**config.mk**
```make
export PLATFORM = sky130hd
export DESIGN_NAME = buffered_uart
export DESIGN_NICKNAME = d
export VERILOG_FILES = /design/src/rtl/buffered_uart.sv
export SDC_FILE = /design/constraint.sdc
export NUM_CORES = 1
export LEC_CHECK = 0
export CORE_MARGIN = 10
export CORE_UTILIZATION = 25
export CTS_CLUSTER_DIAMETER = 80
export CTS_CLUSTER_SIZE = 16
export DETAILED_ROUTE_END_ITERATION = 8
export PLACE_DENSITY = 0.4
export SETUP_SLACK_MARGIN = 0.02
export SYNTH_ARGS = -nofsm -noshare
export SYNTH_HDL_FRONTEND = slang
export SYNTH_SLANG_ARGS = --single-unit
```
**constraint.sdc**
```tcl
create_clock -name clk -period 4.76 [get_ports clk]
set_input_delay 0.476 -clock clk [delete_from_list [all_inputs] [get_ports clk]]
set_output_delay 0.476 -clock clk [all_outputs]
set_load 0.005 [all_outputs]
```
**src/rtl/buffered_uart.sv**
```systemverilog
// Full-duplex UART with runtime frame format and a FIFO on each direction.
// Both serial engines latch their configuration at frame start.
module buffered_uart #(
  parameter int unsigned CLOCK_SCALE_BITS = 16,
  parameter int unsigned FIFO_DEPTH_LOG2  = 4
) (
  input  logic                        clk,
  input  logic                        rst,
  input  logic [CLOCK_SCALE_BITS-1:0] cyclesPerBit,
  input  logic [1:0]                  dataBits,
  input  logic [1:0]                  parityMode,
  input  logic                        twoStopBits,
  input  logic                        txWriteEnable,
  input  logic [7:0]                  txData,
  output logic                        txFull,
  output logic                        txBusy,
  output logic [FIFO_DEPTH_LOG2:0]    txCount,
  input  logic                        rxReadEnable,
  output logic                        rxDataAvailable,
  output logic [7:0]                  rxData,
  output logic                        rxParityError,
  output logic                        rxFrameError,
  output logic [FIFO_DEPTH_LOG2:0]    rxCount,
  output logic                        rxOverflow,
  input  logic                        clearErrors,
  input  logic                        rx,
  output logic                        tx
);
  localparam int unsigned DEPTH = 1 << FIFO_DEPTH_LOG2;

  typedef enum logic [2:0] {TX_IDLE, TX_START, TX_DATA, TX_PARITY, TX_STOP1, TX_STOP2} tx_state_t;
  typedef enum logic [2:0] {RX_IDLE, RX_START, RX_DATA, RX_PARITY, RX_STOP} rx_state_t;

  logic [7:0]                 tx_mem [DEPTH];
  logic [FIFO_DEPTH_LOG2-1:0] tx_wr, tx_rd;
  logic                       tx_pop, tx_push, tx_empty;
  logic [7:0]                 tx_head, tx_masked;

  assign tx_empty = (txCount == '0);
  assign txFull   = txCount[FIFO_DEPTH_LOG2];
  assign tx_push  = txWriteEnable && (!txFull || tx_pop);
  assign tx_head  = tx_mem[tx_rd];

  always_ff @(posedge clk or negedge rst) begin
    if (!rst) begin
      tx_wr   <= '0;
      tx_rd   <= '0;
      txCount <= '0;
    end else begin
      if (tx_push) tx_wr <= tx_wr + 1'b1;
      if (tx_pop)  tx_rd <= tx_rd + 1'b1;
      if (tx_push && !tx_pop)      txCount <= txCount + 1'b1;
      else if (!tx_push && tx_pop) txCount <= txCount - 1'b1;
    end
  end

  always_ff @(posedge clk) if (tx_push) tx_mem[tx_wr] <= txData;

  tx_state_t                   tx_state, tx_state_n;
  logic [CLOCK_SCALE_BITS-1:0] tx_timer, tx_timer_n, tx_cpb, tx_cpb_n;
  logic [2:0]                  tx_idx, tx_idx_n, tx_last, tx_last_n;
  logic [7:0]                  tx_sh, tx_sh_n;
  logic                        tx_par, tx_par_n, tx_par_en, tx_par_en_n, tx_two, tx_two_n;
  logic                        tx_n, tx_bit_end, tx_free;

  assign tx_masked = tx_head & (8'hFF >> (2'd3 - dataBits));
  assign txBusy    = !tx_empty || (tx_state != TX_IDLE);

  always_ff @(posedge clk or negedge rst) begin
    if (!rst) begin
      tx_state  <= TX_IDLE;
      tx_timer  <= '0;
      tx_cpb    <= '0;
      tx_idx    <= '0;
      tx_last   <= '0;
      tx_sh     <= '0;
      tx_par    <= 1'b0;
      tx_par_en <= 1'b0;
      tx_two    <= 1'b0;
      tx        <= 1'b1;
    end else begin
      tx_state  <= tx_state_n;
      tx_timer  <= tx_timer_n;
      tx_cpb    <= tx_cpb_n;
      tx_idx    <= tx_idx_n;
      tx_last   <= tx_last_n;
      tx_sh     <= tx_sh_n;
      tx_par    <= tx_par_n;
      tx_par_en <= tx_par_en_n;
      tx_two    <= tx_two_n;
      tx        <= tx_n;
    end
  end

  // tx is registered from the next state, so the line changes on the same edge as the state.
  always_comb begin
    tx_state_n  = tx_state;
    tx_timer_n  = tx_timer + 1'b1;
    tx_cpb_n    = tx_cpb;
    tx_idx_n    = tx_idx;
    tx_last_n   = tx_last;
    tx_sh_n     = tx_sh;
    tx_par_n    = tx_par;
    tx_par_en_n = tx_par_en;
    tx_two_n    = tx_two;
    tx_n        = tx;
    tx_pop      = 1'b0;
    tx_bit_end  = (tx_timer == tx_cpb);
    case (tx_state)
      TX_START: if (tx_bit_end) begin
        tx_state_n = TX_DATA;
        tx_timer_n = '0;
        tx_idx_n   = '0;
        tx_n       = tx_sh[0];
      end
      TX_DATA: if (tx_bit_end) begin
        tx_timer_n = '0;
        if (tx_idx == tx_last) begin
          tx_state_n = tx_par_en ? TX_PARITY : TX_STOP1;
          tx_n       = tx_par_en ? tx_par : 1'b1;
        end else begin
          tx_idx_n = tx_idx + 1'b1;
          tx_sh_n  = tx_sh >> 1;
          tx_n     = tx_sh[1];
        end
      end
      TX_PARITY: if (tx_bit_end) begin
        tx_state_n = TX_STOP1;
        tx_timer_n = '0;
        tx_n       = 1'b1;
      end
      TX_STOP1: if (tx_bit_end && tx_two) begin
        tx_state_n = TX_STOP2;
        tx_timer_n = '0;
      end
      default: ;
    endcase
    // Loading straight from the end of the last stop bit keeps back-to-back frames gapless.
    tx_free = (tx_state == TX_IDLE) ||
              (tx_bit_end && ((tx_state == TX_STOP2) || (tx_state == TX_STOP1 && !tx_two)));
    if (tx_free) begin
      tx_state_n = TX_IDLE;
      tx_timer_n = '0;
      tx_n       = 1'b1;
      if (!tx_empty) begin
        tx_pop      = 1'b1;
        tx_state_n  = TX_START;
        tx_n        = 1'b0;
        tx_cpb_n    = cyclesPerBit;
        tx_last_n   = 3'(dataBits) + 3'd4;
        tx_sh_n     = tx_masked;
        tx_par_en_n = ^parityMode;
        tx_par_n    = (^tx_masked) ^ parityMode[1];
        tx_two_n    = twoStopBits;
      end
    end
  end

  logic [9:0]                 rx_mem [DEPTH];
  logic [FIFO_DEPTH_LOG2-1:0] rx_wr, rx_rd;
  logic                       rx_push, rx_pop, rx_store, rx_full, rx_empty;
  logic [9:0]                 rx_entry, rx_head;

  assign rx_empty        = (rxCount == '0);
  assign rx_full         = rxCount[FIFO_DEPTH_LOG2];
  assign rx_pop          = rxReadEnable && !rx_empty;
  assign rx_store        = rx_push && (!rx_full || rx_pop);
  assign rx_head         = rx_empty ? '0 : rx_mem[rx_rd];
  assign rxDataAvailable = !rx_empty;
  assign {rxParityError, rxFrameError, rxData} = rx_head;

  always_ff @(posedge clk or negedge rst) begin
    if (!rst) begin
      rx_wr      <= '0;
      rx_rd      <= '0;
      rxCount    <= '0;
      rxOverflow <= 1'b0;
    end else begin
      if (rx_store) rx_wr <= rx_wr + 1'b1;
      if (rx_pop)   rx_rd <= rx_rd + 1'b1;
      if (rx_store && !rx_pop)      rxCount <= rxCount + 1'b1;
      else if (!rx_store && rx_pop) rxCount <= rxCount - 1'b1;
      if (rx_push && !rx_store) rxOverflow <= 1'b1;
      else if (clearErrors)     rxOverflow <= 1'b0;
    end
  end

  always_ff @(posedge clk) if (rx_store) rx_mem[rx_wr] <= rx_entry;

  rx_state_t                   rx_state, rx_state_n;
  logic [CLOCK_SCALE_BITS-1:0] rx_timer, rx_timer_n, rx_cpb, rx_cpb_n;
  logic [2:0]                  rx_idx, rx_idx_n, rx_last, rx_last_n;
  logic [7:0]                  rx_sh, rx_sh_n;
  logic                        rx_acc, rx_acc_n, rx_par_en, rx_par_en_n, rx_odd, rx_odd_n;
  logic                        rx_meta, rx_s, rx_prev, rx_sample;

  assign rx_entry = {rx_par_en && (rx_acc != rx_odd), ~rx_s, rx_sh};

  always_ff @(posedge clk or negedge rst) begin
    if (!rst) begin
      rx_meta   <= 1'b1;
      rx_s      <= 1'b1;
      rx_prev   <= 1'b1;
      rx_state  <= RX_IDLE;
      rx_timer  <= '0;
      rx_cpb    <= '0;
      rx_idx    <= '0;
      rx_last   <= '0;
      rx_sh     <= '0;
      rx_acc    <= 1'b0;
      rx_par_en <= 1'b0;
      rx_odd    <= 1'b0;
    end else begin
      rx_meta   <= rx;
      rx_s      <= rx_meta;
      rx_prev   <= rx_s;
      rx_state  <= rx_state_n;
      rx_timer  <= rx_timer_n;
      rx_cpb    <= rx_cpb_n;
      rx_idx    <= rx_idx_n;
      rx_last   <= rx_last_n;
      rx_sh     <= rx_sh_n;
      rx_acc    <= rx_acc_n;
      rx_par_en <= rx_par_en_n;
      rx_odd    <= rx_odd_n;
    end
  end

  always_comb begin
    rx_state_n  = rx_state;
    rx_timer_n  = rx_timer + 1'b1;
    rx_cpb_n    = rx_cpb;
    rx_idx_n    = rx_idx;
    rx_last_n   = rx_last;
    rx_sh_n     = rx_sh;
    rx_acc_n    = rx_acc;
    rx_par_en_n = rx_par_en;
    rx_odd_n    = rx_odd;
    rx_push     = 1'b0;
    rx_sample   = (rx_timer == rx_cpb);
    case (rx_state)
      RX_IDLE: if (rx_prev && !rx_s) begin
        rx_state_n  = RX_START;
        rx_timer_n  = '0;
        rx_cpb_n    = cyclesPerBit;
        rx_last_n   = 3'(dataBits) + 3'd4;
        rx_par_en_n = ^parityMode;
        rx_odd_n    = parityMode[1];
        rx_sh_n     = '0;
        rx_acc_n    = 1'b0;
      end
      RX_START: if (rx_timer == (rx_cpb >> 1)) begin
        rx_timer_n = '0;
        rx_idx_n   = '0;
        rx_state_n = rx_s ? RX_IDLE : RX_DATA;
      end
      RX_DATA: if (rx_sample) begin
        rx_timer_n      = '0;
        rx_sh_n[rx_idx] = rx_s;
        rx_acc_n        = rx_acc ^ rx_s;
        if (rx_idx == rx_last) rx_state_n = rx_par_en ? RX_PARITY : RX_STOP;
        else                   rx_idx_n   = rx_idx + 1'b1;
      end
      RX_PARITY: if (rx_sample) begin
        rx_timer_n = '0;
        rx_acc_n   = rx_acc ^ rx_s;
        rx_state_n = RX_STOP;
      end
      RX_STOP: if (rx_sample) begin
        rx_push    = 1'b1;
        rx_state_n = RX_IDLE;
      end
      default: ;
    endcase
  end
endmodule
```
==> summary.txt <==
Synthesis
  • Cells after synthesis: about 1200
  • Main synth FF type: edfxtp_1
  • Area of the mapped netlist: around 18000 µm²
  • Compound-Gate Fraction of Synth Area: 0.0365
  • Synth Area in XOR/XNOR: 0.0550
  • Adder-Cell Fraction of Synth Area: 0.0174
  • Yosys reg bits: around 420
  • FFs w/ async S/R, synth: 0.319
  • Number of enable flip-flop cells after synthesis: about 290
  • Synth cell types: 57
  • Simple-gate share of the synthesized area: 0.0835
  • Sequential share of the synthesized area: 0.665
  • Yosys warns: 0
  • Syn avg cell area: 15.1 µm²
  • Post-synthesis mux area share: 0.122
  • Syn nets: 1253
  • Largest family of logic cells by synthesized area: multiplexers

Worst setup path
  • CP cell instances: xnor2_1 > nand4_1 > nor4_2 > a21boi_1 > or3_1 > a21boi_4 > ha_1 > inv_1 > fa_1 > a21o_1 > a21oi_1 > xnor2_1 > nor2_1 > xor2_1
  • Worst setup path endpoint: txCount[4]
  • CP Capture Type: flip-flop
  • R2R Setup Slk: between 0.7 and 0.8 ns
  • Worst path arrival time: 4.40 ns
  • Critical Path Start: tx_timer[13]
  • RR Endpoint: txCount[4]
  • Critical Path Stages: 14
  • Crit Path Category: reg -> reg
  • FF-to-FF path depth: 14
  • CP Launch Type: flip-flop
  • Worst Path Required: a little over 5 ns
  • CP Max Fanout: 9
  • Crit-path slowest cell: nor4_2
  • Max incr delay on CP: 0.51 ns
  • Most used cell along the critical path: xnor2_1
  • Largest delay share family, worst path: simple AND/OR/NAND/NOR gates
  • R2R Path Start: tx_timer[13]
  • Buf/Inv on CP: 1

Timing
  • Fin Clk Skew: 0.0199 ns
  • Highest clock rate: around 0.25 GHz
  • Final worst slack: 0.795 ns
  • Final min period: slightly below 4 ns
  • RSZ-0062 raised after global routing: false
  • Final slew viol count: 0
  • Final Setup Violations: 0
  • Slew HR: 0.366
  • Final hold vios: 0
  • Hold slack: about 0.34 ns
  • Final Cycle Share: 0.833
  • Setup TNS: 0 ns
  • Least-Margin Pin Slew: 0.950 ns

Power
  • Leak: between 7 and 8 nW
  • Psw: roughly 3.3 mW
  • Max IR drop VDD: around 260 µV
  • Logic pwr share: 0.267
  • Switching share of power: 0.309
  • Internal Power: around 7.4 mW
  • Clock share of power: 0.271
  • PwrDens: about 510 nW/µm²
  • Reg power frac: 0.462

GRT
  • Initial antenna violation count: 1
  • Number of global-route vias before repair: 10200
  • First-pass GRT wire length: approximately 65 mm
  • GR Overflow Total: 0
  • Largest net degree at the start of global routing: around 80
  • All-Layer GR Usage: 0.102

Route
  • DRC Markers: 0
  • Avg WL per Cell: approximately 19 µm
  • Iteration-0 DRC Markers: roughly 510
  • Via density: 4.30
  • Vias post-DR: between 9000 and 10000
  • DR pass1 iterations: 5
  • Final WL: 42.4 mm
  • Final ANT Viol Nets: 0

Clocking
  • Clock buffer depth: 3
  • Clk slew on worst S/H paths: around 0.080 ns
  • CTS tree: done
  • Num CTS Buffers: 35
  • Later-pin clock latency in the skew report: 0.55 ns
  • Post-cts sizing count: 0
  • H-tree levels: 2
  • TritonCTS Sinks: approximately 420
  • Clock root cell: clkbuf_16

Cells and area
  • Most frequent cells in the layout: 288 x edfxtp_1, 128 x dfrtp_1, 115 x nand2_1, 76 x nor2_1, 67 x mux4_2
  • ANT cells: 0
  • Most common cell after layout, fill and taps aside: edfxtp_1
  • Filler cell count: 7224
  • Share of post-route cells with drive strength above 1: 0.137
  • Area growth, synth to finish: 15.5%
  • Nets: around 1300
  • Design area: between 20000 and 25000 µm²

Floorplanning
  • Std cell rows: slightly below 100
  • DIE WIDTH: roughly 290 µm
  • Die footprint: between 80000 and 90000 µm²
  • Core area: approximately 70000 µm²
  • Initial Utilization: 0.253
  • Chip height: ~290 µm
  • IO Pins: 60

Placed design
  • Post-detail-place hpwl: roughly 29 mm
  • Pre-CTS setup slack: approximately 0.75 ns
  • PortBufs: 59
  • Placer Congestion: a little over 0.7
  • Post-DP Area: between 15000 and 20000 µm²

Outcome
  • Outcome: completed

Run
  • Max-cap violations: 0

Min path
  • Hold Path Class: in -> reg
[how the worst min path moves through the flow]
| stage | from | end | slack [ns] | depth (start not counted) |
|---|---|---|---|---|
| after global routing | rx | rx_meta | 0.31 | 1 |
| after CTS | rx | rx_meta | 0.31 | 1 |
| after global placement | rx_meta | rx_s | 0.38 | 0 |
| after floorplan | rst | rxCount[0] | 0.18 | 0 |
| final | rx | rx_meta | 0.34 | 1 |
| after detailed placement | rx_meta | rx_s | 0.38 | 0 |
[Yosys cell counts (5+ instances only)]
cell type	n	area, µm²
edfxtp_1	288	8650
nor2_1	76	285
dfrtp_1	131	3280
a221oi_1	12	105
nand2b_1	11	68.8
nand2_1	115	432
nor2b_1	18	113
ha_1	22	275
mux2_2	23	259
nand3_1	21	105
mux2i_1	31	310
xnor2_1	51	447
and3_1	10	62.6
xor2_1	60	526
a31oi_1	6	37.5
clkbuf_1	41	154
mux4_2	67	1510
o21ai_1	5	25.0
a22oi_1	6	45.0
buf_2	11	55.1
nand4_1	14	87.6
o21ai_0	39	195
inv_1	19	71.3
nor3_1	11	55.1
nor4_1	8	50.1
a21oi_1	21	105
mux4_1	5	131
and2_1	19	119
[logic make-up (layout without fill, tap and decap cells)]
kind of cell,Yosys count,in the layout
mux,126,126
compound gates,107,107
simple gates,320,320
flops,423,423
buf+inv,82,167
xor+xnor,112,112
fa+ha+maj,24,24
[registers in the layout (all words and copies together) (netlist names), 4 cells and up]
name / count
rx_cpb: 16
tx_timer: 16
tx_sh: 8
tx_cpb: 16
txCount: 5
rx_rd: 4
tx_rd: 4
tx_wr: 4
rx_timer: 16
rxCount: 5
tx_mem: 128
rx_wr: 4
rx_mem: 160
rx_sh: 8
[power by group through the flow]
stage / Combinational, mW / Clock [mW] / Sequential (mW)
after detailed placement: 2.95 / 0 / 5.08
after floorplan: 2.27 / 0 / 4.73
after global placement: 2.95 / 0 / 5.07
after global routing: 3.18 / 3.17 / 5.06
after CTS: 2.96 / 3.03 / 5.00
final: 2.87 / 2.91 / 4.97
[worst register-to-register path: cells and delay by family (launching register included)]
| family | cells | cell delay, ns |
|---|---|---|
| buffers and inverters | 1 | 0.10 |
| AOI/OAI and AO/OA | 4 | 0.87 |
| and+or+nand+nor | 4 | 1.23 |
| xor gates and xnor gates | 3 | 0.58 |
| adders and majority gates | 2 | 0.66 |
| DFF | 1 | 0.41 |
[layer usage]
layer	track usage	vias up	wire length [µm]
li1	-	4530	-
met1	0.127	4905	18800
met2	0.180	97	21700
met3	0.0186	41	1360
met4	0.0216	2	540
met5	0	-	9
[what timing repair did]
item,in CTS,in global routing
hold buffers,1,0
endpoints found under the hold margin,6,0
setup buffers,0,0
[per-stage QoR]
step	total power, mW	instances	utilization
after detailed placement	8.03	2166	0.276
after floorplan	7.00	1194	-
after global routing	11.4	2229	0.292
final	10.7	2229	0.292
after CTS	11.0	2229	0.292
after global placement	8.02	2166	0.276
[layout make-up]
cell class	count	area [µm²]	area share
sequential	423	12000	0.576
inverter	21	78.8	0.00377
clock buffer	54	1000	0.0478
timing repair buffer	84	807	0.0386
multi-input combinational	689	5690	0.272
clock inverter	8	96.3	0.00461
tap	950	1190	0.0569
Note: power is estimated with default switching activity, not from simulation.
